File: config.mk
export PLATFORM = sky130hd
export DESIGN_NAME = pipe_ctrl
export DESIGN_NICKNAME = d
export VERILOG_FILES = /design/src/rtl/pipe_ctrl.sv
export SDC_FILE = /design/constraint.sdc
export NUM_CORES = 1
export LEC_CHECK = 0
export CORE_MARGIN = 4
export CORE_UTILIZATION = 49
export CTS_BUF_LIST = sky130_fd_sc_hd__clkbuf_4
export DETAILED_ROUTE_END_ITERATION = 16
export PLACE_DENSITY = 0.83
export SYNTH_ARGS = -nofsm -noshare
export SYNTH_HDL_FRONTEND = slang
export SYNTH_SLANG_ARGS = --single-unit
export TNS_END_PERCENT = 100
File: constraint.sdc
create_clock -name clk_i -period 2.77 [get_ports clk_i]
set_clock_uncertainty 0.05 [all_clocks]
set_input_delay 0.4155 -clock clk_i [delete_from_list [all_inputs] [get_ports clk_i]]
set_output_delay 0.4155 -clock clk_i [all_outputs]
set_load 0.005 [all_outputs]
File: src/rtl/pipe_ctrl.sv
// rtl/pipe_ctrl.sv - pipeline hazard/stall controller with memory-wait FSM and perf counters
module pipe_ctrl (
    input  logic        clk_i,
    input  logic        rst_i,
    input  logic        IDEX_MemRead_i,
    input  logic [4:0]  IDEX_Rd_i,
    input  logic [4:0]  IFID_Rs1_i,
    input  logic [4:0]  IFID_Rs2_i,
    input  logic        Branch_taken_i,
    input  logic        dmem_req_i,
    input  logic        dmem_ack_i,
    input  logic        cnt_clr_i,
    output logic        PC_Write_o,
    output logic        IFID_Write_o,
    output logic        IFID_Flush_o,
    output logic        IDEX_Bubble_o,
    output logic        mem_stall_o,
    output logic [15:0] stall_cnt_o,
    output logic [15:0] hazard_cnt_o
);

    localparam logic [0:0] RUN      = 1'b0;
    localparam logic [0:0] MEM_WAIT = 1'b1;

    logic [0:0] state;
    logic [0:0] state_next;
    logic       flush_pending;
    logic       load_use;

    always_comb begin
        state_next = state;
        case (state)
            RUN:      if (dmem_req_i && !dmem_ack_i) state_next = MEM_WAIT;
            MEM_WAIT: if (dmem_ack_i) state_next = RUN;
            default:  state_next = RUN;
        endcase
    end

    // A hit (req and ack together) never stalls; the ack cycle of a miss does not stall either.
    assign mem_stall_o = rst_i &&
                         (((state == RUN) && dmem_req_i && !dmem_ack_i) ||
                          ((state == MEM_WAIT) && !dmem_ack_i));

    assign load_use = IDEX_MemRead_i && (IDEX_Rd_i != 5'd0) &&
                      ((IDEX_Rd_i == IFID_Rs1_i) || (IDEX_Rd_i == IFID_Rs2_i));

    always_comb begin
        PC_Write_o    = 1'b0;
        IFID_Write_o  = 1'b0;
        IFID_Flush_o  = 1'b0;
        IDEX_Bubble_o = 1'b0;
        if (rst_i && !mem_stall_o) begin
            if (load_use) begin
                IDEX_Bubble_o = 1'b1;
            end else begin
                PC_Write_o   = 1'b1;
                IFID_Write_o = 1'b1;
                IFID_Flush_o = Branch_taken_i || flush_pending;
            end
        end
    end

    always_ff @(posedge clk_i) begin
        if (!rst_i) begin
            state         <= RUN;
            flush_pending <= 1'b0;
            stall_cnt_o   <= 16'd0;
            hazard_cnt_o  <= 16'd0;
        end else begin
            state <= state_next;
            // Remember a branch taken under a memory freeze so its flush is issued later.
            if (IFID_Flush_o) begin
                flush_pending <= 1'b0;
            end else if (Branch_taken_i && mem_stall_o) begin
                flush_pending <= 1'b1;
            end
            if (cnt_clr_i) begin
                stall_cnt_o  <= 16'd0;
                hazard_cnt_o <= 16'd0;
            end else begin
                if (mem_stall_o && (stall_cnt_o != 16'hFFFF)) begin
                    stall_cnt_o <= stall_cnt_o + 16'd1;
                end
                if (IDEX_Bubble_o && (hazard_cnt_o != 16'hFFFF)) begin
                    hazard_cnt_o <= hazard_cnt_o + 16'd1;
                end
            end
        end
    end

endmodule

==> insert_results.sql, run 1 <==
INSERT INTO impl_metrics (metric_group, metric, value, unit) VALUES
('power_and_ir_drop', 'pwr-share-comb', '14.3', '%'),
('global_route', 'grt.overflow.total', '0', ''),
('run_status', 'status', 'complete, no violations', ''),
('setup_path', 'start_kind', 'input port', ''),
('sta', 'timing_max_transition_violations_final', '0', ''),
('power_and_ir_drop', 'power.share.switching', '25.3', '%'),
('sta', 'worstMarginPinSlew', '657', 'ps'),
('power_and_ir_drop', 'peak_supply_drop', '0.313', 'mV'),
('route', 'final_wirelength', '5.19', 'mm'),
('sta', 'fmax', '0.367', 'GHz'),
('floorplan', 'placeableCoreArea', '3800', 'sq um'),
('setup_path', 'reg2reg_depth', '6', ''),
('global_route', 'grt_antenna_before_repair', '0', ''),
('global_route', 'vias_in_the_first_global_route', '1969', ''),
('power_and_ir_drop', 'power_density', '326', 'nW/um^2'),
('final_layout', 'syn2layout_area_growth', '36.6', '%'),
('sta', 'hold_viol_final', '0', ''),
('global_route', 'grt_max_degree', '27', ''),
('setup_path', 'worstSetupStartpoint', 'IDEX_Rd_i[1]', ''),
('setup_path', 'worstPathArrival', '2260', 'ps'),
('synthesis', 'synth_seq_area_share', '34.2', '%'),
('placed_design', 'placement_cell_area', '2640', 'sq um'),
('global_route', 'grt_first_pass_wirelength', '8.60', 'mm'),
('route', 'route.vias.total', '2029', ''),
('placed_design', 'dpl.hpwl', '3.72', 'mm'),
('floorplan', 'die_area', '5150', 'sq um'),
('clock_tree', 'count_of_hold_buffers_inserted_by_post_cts_repair', '0', ''),
('clock_tree', 'clock_tree_from_tritoncts', 'done', ''),
('floorplan', 'number_of_core_rows', '22', ''),
('route', 'post_drt_via_cell_ratio', '5.81', ''),
('power_and_ir_drop', 'p_int', '0.662', 'mW'),
('power_and_ir_drop', 'power.sequential.fraction', '55.5', '%'),
('setup_path', 'max_incr_delay_on_cp', '560', 'ps'),
('sta', 'holdWs', '415', 'ps'),
('placed_design', 'buffer_ports.inserted', '58', ''),
('sta', 'post-route-worst-setup-slack', '47.2', 'ps'),
('synthesis', 'yosysUniqueCellTypes', '49', ''),
('setup_path', 'crit_required', '2300', 'ps'),
('clock_tree', 'cts_root_buffer', 'sky130_fd_sc_hd__clkbuf_4', ''),
('setup_path', 'regToRegSetupSlack', '450', 'ps'),
('min_path', 'hold_path_startpoint', 'flush_pending$_SDFFE_PP0P_', ''),
('floorplan', 'die-width', '71.7', 'microns'),
('setup_path', 'timing.critical_path.cells', 'clkdlybuf4s50_1 > or4_4 > o21ai_2 > nor2_2 > nor2_2 > clkdlybuf4s50_1', ''),
('floorplan', 'num_io_pins', '59', ''),
('synthesis', 'synth-warning-count', '0', ''),
('setup_path', 'critical_path.max_fanout', '3', ''),
('final_layout', 'drive_gt1_share', '15.9', '%'),
('floorplan', 'initial_utilization', '52.4', '%'),
('global_route', 'global_route.usage.total', '20.2', '%'),
('clock_tree', 'cts-buffers-inserted', '5', ''),
('clock_tree', 'clk_pin_slew', '100', 'ps'),
('power_and_ir_drop', 'power_leakage', '0.801', 'nW'),
('clock_tree', 'clk_lat_worst_skew', '330', 'ps'),
('route', 'first_iter_violations', '117', ''),
('final_layout', 'number_of_nets_at_the_end_of_the_flow', '324', ''),
('sta', 'period_minus_slack', '2720', 'ps'),
('setup_path', 'timing_worst_setup_path_type', 'in2out', ''),
('clock_tree', 'clock_path_buffers', '2', ''),
('floorplan', 'die_height', '71.7', 'microns'),
('setup_path', 'launching_point_of_the_worst_reg2reg_path', 'hazard_cnt_o[1]$_SDFFE_PP0P_', ''),
('min_path', 'hold_path_class', 'reg2reg', ''),
('synthesis', 'netlist_instances', '233', ''),
('power_and_ir_drop', 'power.clock.fraction', '30.2', '%'),
('sta', 'timing.slew.headroom', '55.9', '%'),
('synthesis', 'postSynthAreaPerCell', '8.54', 'sq um'),
('min_path', 'holdPathStages', '2', ''),
('final_layout', 'antenna_cells', '0', ''),
('sta', 'setup-tns-final', '0', 'ps'),
('power_and_ir_drop', 'power_switching', '0.224', 'mW'),
('synthesis', 'mappedNetlistArea', '1990', 'sq um'),
('final_layout', 'postLayoutCellArea', '2720', 'sq um');
==> layout make-up <==
cell class / instances / area (sq um)
clock buffer: 6 / 45.0
clock inverter: 2 / 8.76
fill: 306 / 1080
inverter: 5 / 18.8
multi-input combinational: 184 / 1240
sequential: 34 / 681
tap: 48 / 60.1
timing repair buffer: 70 / 669
==> timing repair <==
item	4_1_cts	5_1_grt
setup endpoints to repair	4	3
setup buffers	0	1
gates resized for setup	4	4
pin swaps	0	1
endpoints found under the hold margin	0	0
==> sequential cells by signal, indices dropped and copies added, names as in the netlist <==
signal / flops
flush_pending: 1
stall_cnt_o: 16
state: 1
hazard_cnt_o: 16
==> worst max-delay path, delay by kind of cell <==
family / cells / cell delay [ps]
AO/OA/AOI/OAI: 1 / 180
AND/OR/NAND/NOR: 3 / 740
buffers and inverters: 2 / 920
==> layout by cell type (no fill, tap or decap), types with 3 or more instances in the layout <==
cell type                         Yosys  routed
sky130_fd_sc_hd__o31ai_1             10      10
sky130_fd_sc_hd__nor2_1              20      18
sky130_fd_sc_hd__nor3_1              10       9
sky130_fd_sc_hd__a31oi_1              3       3
sky130_fd_sc_hd__or4_1                5       5
sky130_fd_sc_hd__nand4_1              9       9
sky130_fd_sc_hd__a21oi_2              7       7
sky130_fd_sc_hd__clkbuf_4             0       6
sky130_fd_sc_hd__a21oi_1             11      11
sky130_fd_sc_hd__o21ai_0              6       5
sky130_fd_sc_hd__clkdlybuf4s50_1      0      57
sky130_fd_sc_hd__inv_1                5       5
sky130_fd_sc_hd__or4_2                7       6
sky130_fd_sc_hd__nand2_1             20      20
sky130_fd_sc_hd__o41ai_1              3       3
sky130_fd_sc_hd__nand3_1             14      14
sky130_fd_sc_hd__or3_1                3       3
sky130_fd_sc_hd__dfxtp_1             34      34
sky130_fd_sc_hd__buf_4                1      12
sky130_fd_sc_hd__nor4_1               4       4
sky130_fd_sc_hd__xnor2_1             21      20
==> power groups by stage <==
stage / logic (mW) / registers [mW] / clock network [mW]
after floorplan: 0.0630 / 0.503 / 0
after global placement: 0.119 / 0.503 / 0
after detailed placement: 0.121 / 0.503 / 0
after CTS: 0.123 / 0.492 / 0.275
after global routing: 0.136 / 0.492 / 0.293
final: 0.126 / 0.492 / 0.268
==> cells in the mapped netlist, drive strengths merged <==
cell	n	area share [%]
a211oi	2	0.75
a21boi	1	0.38
a21oi	18	5.8
a31oi	3	0.94
and2	3	1.0
and3	2	0.69
and4	2	0.88
buf	5	2.6
clkbuf	4	0.82
dfxtp	34	34
dlygate4sd1	1	0.44
ha	2	1.3
inv	5	0.94
nand2	20	3.8
nand2b	2	0.63
nand3	14	3.5
nand4	10	3.5
nand4b	1	0.44
nor2	20	3.8
nor2b	1	0.31
nor3	10	2.5
nor3b	1	0.38
nor4	5	1.9
o2111ai	1	1.3
o211a	1	0.50
o211ai	1	1.1
o21a	1	0.75
o21ai	8	2.2
o21ba	1	0.50
o21bai	1	0.38
o22a	1	0.44
o22ai	1	0.31
o311ai	1	0.44
o31ai	10	3.8
o41ai	3	1.3
or3	4	1.3
or4	12	5.0
xnor2	21	9.2
==> logic make-up after synthesis <==
kind of cell / Yosys count / share of synthesized area, %
AO/OA/AOI/OAI: 54 / 20.9
flip-flops: 34 / 34.2
AND/OR/NAND/NOR: 107 / 29.5
XOR/XNOR: 21 / 9.24
adder cells (fa/ha/maj): 2 / 1.26
buffers and inverters: 15 / 4.84
==> path summary, 6_finish.rpt <==
path / to
setup / recovery: IFID_Write_o
hold / removal: flush_pending$_SDFFE_PP0P_
setup reg to reg: hazard_cnt_o[8]$_SDFFE_PP0P_
hold reg to reg: flush_pending$_SDFFE_PP0P_
==> metrics by stage <==
stage                     total power [mW]  utilization, %
final                                0.886            71.6
after global routing                 0.922            71.6
after CTS                            0.889            70.9
after detailed placement             0.624            69.4
after global placement               0.621            69.4
after floorplan                      0.566               -
==> layer usage <==
layer | vias up | wire length, microns | track usage [%]
li1 | 1012 | - | -
met1 | 940 | 2410 | 26.7
met2 | 73 | 2380 | 32.7
met3 | 4 | 360 | 5.33
met4 | 0 | 46 | 5.43
met5 | - | 0 | 0
Power figures use the tool's default switching activity.
==> run 2: changes to the inputs <==
- REMOVE_ABC_BUFFERS: not set -> 1
==> run 2 against run 1 <==
Routed wire length fell by 3.3%; design area rose by 0.69%; sequential share of layout area fell by 0.17 points; worst hold slack improved by 5.1 ps; critical endpoint is now IDEX_Bubble_o; largest power group unchanged.
==> insert_results.sql, run 2 (same netlist as run 1, synthesis figures left out) <==
INSERT INTO impl_metrics (metric_group, metric, value, unit) VALUES
('sta', 'fmax', '0.372', 'GHz'),
('setup_path', 'worstSetupEndpointType', 'output pin', ''),
('placed_design', 'buffer_ports.inserted', '58', ''),
('clock_tree', 'count_of_hold_buffers_inserted_by_post_cts_repair', '0', ''),
('sta', 'setup-tns-final', '0', 'ps'),
('route', 'drt-wirelength-per-cell', '14.4', 'microns'),
('placed_design', 'place_congestion', '0.833', ''),
('power_and_ir_drop', 'power_leakage', '0.834', 'nW'),
('power_and_ir_drop', 'pwr-share-comb', '14.4', '%'),
('global_route', 'grt_max_degree', '24', ''),
('setup_path', 'max_incr_delay_on_cp', '580', 'ps'),
('route', 'post_drt_via_cell_ratio', '5.82', ''),
('global_route', 'vias_in_the_first_global_route', '1840', ''),
('floorplan', 'num_io_pins', '59', ''),
('floorplan', 'die_height', '71.7', 'microns'),
('clock_tree', 'clock_path_buffers', '2', ''),
('run_status', 'status', 'complete, no violations', ''),
('sta', 'timing.final.crit_share', '97.1', '%'),
('floorplan', 'placeableCoreArea', '3800', 'sq um'),
('final_layout', 'biggest_regs', 'hazard_cnt_o x16, stall_cnt_o x16', ''),
('sta', 'worstMarginPinSlew', '654', 'ps'),
('setup_path', 'launching_point_of_the_worst_reg2reg_path', 'hazard_cnt_o[1]$_SDFFE_PP0P_', ''),
('sta', 'period_minus_slack', '2690', 'ps'),
('setup_path', 'critical_path.max_fanout', '2', ''),
('power_and_ir_drop', 'power.sequential.fraction', '55.7', '%'),
('final_layout', 'mostFrequentLayoutCell', 'sky130_fd_sc_hd__clkdlybuf4s50_1', ''),
('final_layout', 'syn2layout_area_growth', '37.6', '%'),
('setup_path', 'start_kind', 'input port', ''),
('clock_tree', 'cts_root_buffer', 'sky130_fd_sc_hd__clkbuf_4', ''),
('placed_design', 'dp_cells', '341', ''),
('power_and_ir_drop', 'power_density', '322', 'nW/um^2'),
('final_layout', 'final_cell_count_without_fillers', '348', ''),
('final_layout', 'drive_gt1_share', '15.7', '%'),
('power_and_ir_drop', 'peak_supply_drop', '0.284', 'mV'),
('setup_path', 'cpMaxStageDelayCell', 'sky130_fd_sc_hd__or4_4', ''),
('route', 'route.vias.total', '2027', ''),
('floorplan', 'initial_utilization', '52.4', '%'),
('route', 'final_wirelength', '5.02', 'mm'),
('final_layout', 'fillCellCount', '317', ''),
('min_path', 'hold_path_class', 'reg2reg', ''),
('floorplan', 'die-width', '71.7', 'microns'),
('sta', 'timing_max_transition_violations_final', '0', ''),
('clock_tree', 'cts-buffers-inserted', '5', ''),
('global_route', 'grt_antenna_before_repair', '0', ''),
('route', 'number_of_remaining_drc_errors', '0', ''),
('power_and_ir_drop', 'power.clock.fraction', '29.9', '%'),
('clock_tree', 'cts_num_sinks', '34', ''),
('clock_tree', 'htreeDepth', '2', ''),
('setup_path', 'cpMostUsedCell', 'sky130_fd_sc_hd__clkdlybuf4s50_1', ''),
('final_layout', 'area.sequential', '681', 'sq um'),
('power_and_ir_drop', 'power.share.switching', '23.8', '%'),
('route', 'first_iter_violations', '155', ''),
('global_route', 'grt.overflow.total', '0', ''),
('global_route', 'grt_first_pass_wirelength', '8.26', 'mm'),
('setup_path', 'crit_required', '2300', 'ps'),
('placed_design', 'post_place_setup_slack', '-248', 'ps'),
('clock_tree', 'clock_tree_from_tritoncts', 'done', ''),
('run', 'max_cap_violations', '0', ''),
('placed_design', 'placement_cell_area', '2660', 'sq um'),
('power_and_ir_drop', 'power_switching', '0.210', 'mW'),
('floorplan', 'number_of_core_rows', '22', ''),
('setup_path', 'top_delay_family_on_crit_path', 'buffers and inverters', ''),
('sta', 'hold_viol_final', '0', ''),
('floorplan', 'die_area', '5150', 'sq um'),
('final_layout', 'most-common-layout-cells', 'sky130_fd_sc_hd__clkdlybuf4s50_1 (54), sky130_fd_sc_hd__dfxtp_1 (34), sky130_fd_sc_hd__xnor2_1 (21)', ''),
('sta', 'finalSetupViolations', '0', ''),
('final_layout', 'antenna_cells', '0', ''),
('final_layout', 'number_of_nets_at_the_end_of_the_flow', '324', ''),
('route', 'route.antenna.remaining_nets', '0', ''),
('setup_path', 'timing_worst_setup_path_type', 'in2out', ''),
('final_layout', 'finish.utilization', '72.1', '%'),
('route', 'detailedRoute.firstPassIterationCount', '4', ''),
('setup_path', 'worstSetupStartpoint', 'IDEX_Rd_i[1]', ''),
('setup_path', 'timing.critical_path.cells', 'clkdlybuf4s50_1 > or4_4 > o21ai_4 > buf_4 > nor3_2 > clkdlybuf4s50_1', ''),
('setup_path', 'worstPathArrival', '2220', 'ps'),
('clock_tree', 'clk_lat_worst_skew', '320', 'ps'),
('power_and_ir_drop', 'p_int', '0.673', 'mW'),
('final_layout', 'multi_input_logic_area', '1240', 'sq um'),
('sta', 'post-route-worst-setup-slack', '80.6', 'ps'),
('min_path', 'hold_path_startpoint', 'flush_pending$_SDFFE_PP0P_', ''),
('clock_tree', 'clk_pin_slew', '90', 'ps'),
('sta', 'timing.slew.headroom', '56.1', '%'),
('sta', 'grt_setup_unrepaired', 'false', ''),
('global_route', 'global_route.usage.total', '19.2', '%'),
('final_layout', 'postLayoutCellArea', '2740', 'sq um'),
('placed_design', 'dpl.hpwl', '3.66', 'mm'),
('setup_path', 'crit_buf_inv', '3', '');
==> run 2: power groups by stage <==
stage,clock network [mW],registers (mW),logic (mW)
6_report,0.264,0.492,0.127
5_1_grt,0.290,0.492,0.138
4_1_cts,0.271,0.492,0.125
3_5_place_dp,0,0.503,0.124
3_3_place_gp,0,0.503,0.122
2_1_floorplan,0,0.503,0.0527
==> run 2: worst paths after layout <==
kind	cells after the start	slack, ps	endpoint
max	6	80	IDEX_Bubble_o
min	2	420	flush_pending$_SDFFE_PP0P_
max reg2reg	6	480	hazard_cnt_o[3]$_SDFFE_PP0P_
min reg2reg	2	420	flush_pending$_SDFFE_PP0P_
==> run 2: area by class of cell <==
cell class                      instances  share of cell area [%]
Clock buffer                            7                    1.92
Inverter                                5                   0.685
Sequential cell                        34                    24.9
Timing Repair Buffer                   70                    25.2
Multi-Input combinational cell        184                    45.2
Tap cell                               48                    2.19
==> run 2: repair_timing <==
action	CTS	global route
pin swaps	1	2
endpoints found under the setup margin	4	3
buffers inserted	0	0
resized for setup	4	7
==> run 2: worst reg2reg max path, delay by kind of cell, from the launching register on <==
family	cells	cell delay (ps)
and+or+nand+nor	3	1000
DFF	1	420
adders and majority gates	1	210
AOI/OAI and AO/OA	2	490
==> run 2: through the flow <==
stage	hold WS [ps]	power, mW
after global placement	399	0.625
after detailed placement	402	0.627
after floorplan	386	0.555
after global routing	439	0.920
after CTS	416	0.888
final	420	0.883
==> run 2: metal layers <==
metal	share of wire, %	vias to the layer above	global-route usage, %
met5	0	-	0
met4	0.98	0	5.01
met3	6.3	4	4.35
met2	47	67	30.5
met1	46	943	26.3
li1	-	1013	-
==> run 3: changes to the inputs <==
- GPL_TIMING_DRIVEN: not set -> 0
==> run 3 against run 2 <==
Power rose by 1.9%; count of clock-buffer cells in the layout is 1 lower; worst hold slack better by 1.7 ps; first-iteration DRC count up 19%; design area fell by 2.6%; critical path type unchanged; sequential power about the same; non-clock buffer count is 10 lower; routed wire length rose by 4.6%.
==> insert_results.sql, run 3 (same netlist as run 1, synthesis figures left out) <==
INSERT INTO impl_metrics (metric_group, metric, value, unit) VALUES
('run_status', 'status', 'complete, no violations', ''),
('setup_path', 'max_incr_delay_on_cp', '520', 'ps'),
('setup_path', 'top_delay_family_on_crit_path', 'buffers and inverters', ''),
('setup_path', 'crit_required', '2300', 'ps'),
('route', 'final_wirelength', '5.25', 'mm'),
('final_layout', 'number_of_nets_at_the_end_of_the_flow', '315', ''),
('floorplan', 'num_io_pins', '59', ''),
('route', 'detailedRoute.firstPassIterationCount', '4', ''),
('final_layout', 'antenna_cells', '0', ''),
('final_layout', 'syn2layout_area_growth', '34.1', '%'),
('global_route', 'vias_in_the_first_global_route', '1799', ''),
('min_path', 'hold_path_class', 'reg2reg', ''),
('sta', 'worstMarginPinSlew', '1300', 'ps'),
('floorplan', 'die_area', '5150', 'sq um'),
('sta', 'timing.slew.headroom', '13.2', '%'),
('global_route', 'grt.overflow.total', '0', ''),
('setup_path', 'crit_buf_inv', '2', ''),
('route', 'route.antenna.remaining_nets', '0', ''),
('placed_design', 'buffer_ports.inserted', '58', ''),
('clock_tree', 'clock_path_buffers', '2', ''),
('placed_design', 'post_place_setup_slack', '-531', 'ps'),
('sta', 'grt_setup_unrepaired', 'false', ''),
('final_layout', 'mostFrequentLayoutCell', 'sky130_fd_sc_hd__clkdlybuf4s50_1', ''),
('route', 'post_drt_via_cell_ratio', '5.89', ''),
('run', 'max_cap_violations', '0', ''),
('clock_tree', 'htreeDepth', '2', ''),
('route', 'route.vias.total', '2004', ''),
('clock_tree', 'cts_num_sinks', '34', ''),
('global_route', 'grt_antenna_before_repair', '0', ''),
('sta', 'timing.final.crit_share', '95.8', '%'),
('sta', 'timing_max_transition_violations_final', '0', ''),
('setup_path', 'worstPathArrival', '2190', 'ps'),
('setup_path', 'critical_path.max_fanout', '3', ''),
('setup_path', 'timing.critical_path.cells', 'clkdlybuf4s50_1 > xnor2_1 > nand3_2 > o22a_4 > nor3_2 > clkdlybuf4s50_1', ''),
('route', 'drt-wirelength-per-cell', '15.4', 'microns'),
('global_route', 'grt_max_degree', '31', ''),
('clock_tree', 'count_of_hold_buffers_inserted_by_post_cts_repair', '0', ''),
('floorplan', 'placeableCoreArea', '3800', 'sq um'),
('setup_path', 'timing_worst_setup_path_type', 'in2out', ''),
('final_layout', 'biggest_regs', 'hazard_cnt_o x16, stall_cnt_o x16', ''),
('route', 'number_of_remaining_drc_errors', '0', ''),
('clock_tree', 'clk_pin_slew', '120', 'ps'),
('placed_design', 'dp_cells', '329', ''),
('setup_path', 'cpMaxStageDelayCell', 'sky130_fd_sc_hd__clkdlybuf4s50_1', ''),
('final_layout', 'fillCellCount', '321', ''),
('power_and_ir_drop', 'peak_supply_drop', '0.316', 'mV'),
('sta', 'finalSetupViolations', '0', ''),
('sta', 'hold_viol_final', '0', ''),
('route', 'first_iter_violations', '185', ''),
('sta', 'period_minus_slack', '2650', 'ps'),
('floorplan', 'number_of_core_rows', '22', ''),
('final_layout', 'drive_gt1_share', '14.0', '%'),
('power_and_ir_drop', 'power_leakage', '0.774', 'nW'),
('final_layout', 'final_cell_count_without_fillers', '340', ''),
('global_route', 'grt_first_pass_wirelength', '8.56', 'mm'),
('clock_tree', 'cts_root_buffer', 'sky130_fd_sc_hd__clkbuf_4', ''),
('setup_path', 'cpMostUsedCell', 'sky130_fd_sc_hd__clkdlybuf4s50_1', ''),
('sta', 'post-route-worst-setup-slack', '117', 'ps'),
('floorplan', 'initial_utilization', '52.4', '%'),
('floorplan', 'die-width', '71.7', 'microns'),
('global_route', 'global_route.usage.total', '20.6', '%'),
('final_layout', 'most-common-layout-cells', 'sky130_fd_sc_hd__clkdlybuf4s50_1 (52), sky130_fd_sc_hd__dfxtp_1 (34), sky130_fd_sc_hd__nand2_1 (20), sky130_fd_sc_hd__xnor2_1 (20), sky130_fd_sc_hd__nor2_1 (19)', ''),
('power_and_ir_drop', 'report.power.total', '0.899', 'mW'),
('setup_path', 'start_kind', 'input port', ''),
('floorplan', 'die_height', '71.7', 'microns'),
('placed_design', 'place_congestion', '0.841', ''),
('clock_tree', 'cts-buffers-inserted', '5', ''),
('clock_tree', 'clock_tree_from_tritoncts', 'done', ''),
('sta', 'fmax', '0.377', 'GHz'),
('setup_path', 'worstSetupEndpointType', 'output pin', ''),
('power_and_ir_drop', 'power_density', '337', 'nW/um^2'),
('placed_design', 'dpl.hpwl', '3.64', 'mm'),
('clock_tree', 'clk_lat_worst_skew', '350', 'ps');
run 3: cell types whose count changed in the layout (fill, tap and decap cells not counted), sizes merged:
cell and change:
dlymetal6s2s -2, dlygate4sd2 +4, buf -10, clkinv +2, clkbuf -1, o22a +1
clkdlybuf4s50 -2
run 3: worst paths after layout:
| path | cells past startpoint | slack, ps | end | from |
|---|---|---|---|---|
| worst max register to register | 6 | 410 | hazard_cnt_o[6]$_SDFFE_PP0P_ | hazard_cnt_o[1]$_SDFFE_PP0P_ |
| worst max-delay path | 6 | 120 | IDEX_Bubble_o | IFID_Rs2_i[3] |
| worst min register to register | 2 | 420 | flush_pending$_SDFFE_PP0P_ | flush_pending$_SDFFE_PP0P_ |
| worst min-delay path | 2 | 420 | flush_pending$_SDFFE_PP0P_ | flush_pending$_SDFFE_PP0P_ |
run 3: report_power, final:
| part | internal, mW | switching (mW) | total, mW |
|---|---|---|---|
| Sequential | 0.490 | 0.00135 | 0.492 |
| Clock | 0.109 | 0.175 | 0.285 |
| Combinational | 0.0593 | 0.0633 | 0.123 |
| Total | 0.659 | 0.240 | 0.899 |
run 3: routing by layer:
layer  GRT usage [%]  up-vias  wire, microns
met4            7.52        0             79
met3            4.63        9            334
met5               0        -              0
met1            28.7      939           2460
li1                -      991              -
met2            30.9       65           2380
run 3: worst reg2reg max path, cell delays in order (launching register included):
cell and delay [ps]:
sky130_fd_sc_hd__dfxtp_1 430, sky130_fd_sc_hd__ha_1 220, sky130_fd_sc_hd__nand3_1 130, sky130_fd_sc_hd__or4_1 660, sky130_fd_sc_hd__o211ai_4 440, sky130_fd_sc_hd__or4_2 220, sky130_fd_sc_hd__a21oi_2 50
run 3: final cells by class:
type | count | area [sq um] | share of cell area [%]
clock inverter | 2 | 13.8 | 0.516
inverter | 5 | 18.8 | 0.703
sequential | 34 | 681 | 25.5
tap | 48 | 60.1 | 2.25
multi-input combinational | 185 | 1260 | 47.2
timing repair buffer | 60 | 592 | 22.2
clock buffer | 6 | 45.0 | 1.69
run 3: per-stage QoR:
stage                     hold slack, ps  setup TNS [ps]  util [%]  area (sq um)
after global routing                 437               0      70.3          2670
after detailed placement             404           -2240      67.2          2550
after global placement               402           -1890      67.2          2550
final                                422               0      70.3          2670
after floorplan                      386               0         -          1910
after CTS                            422               0      69.8          2650
run 3: what timing repair did:
action                                  CTS  global route
gates cloned                              1             0
endpoints found under the setup margin    4             3
resized for setup                        11             4
pin swaps                                 5             1
setup buffers                             2             0
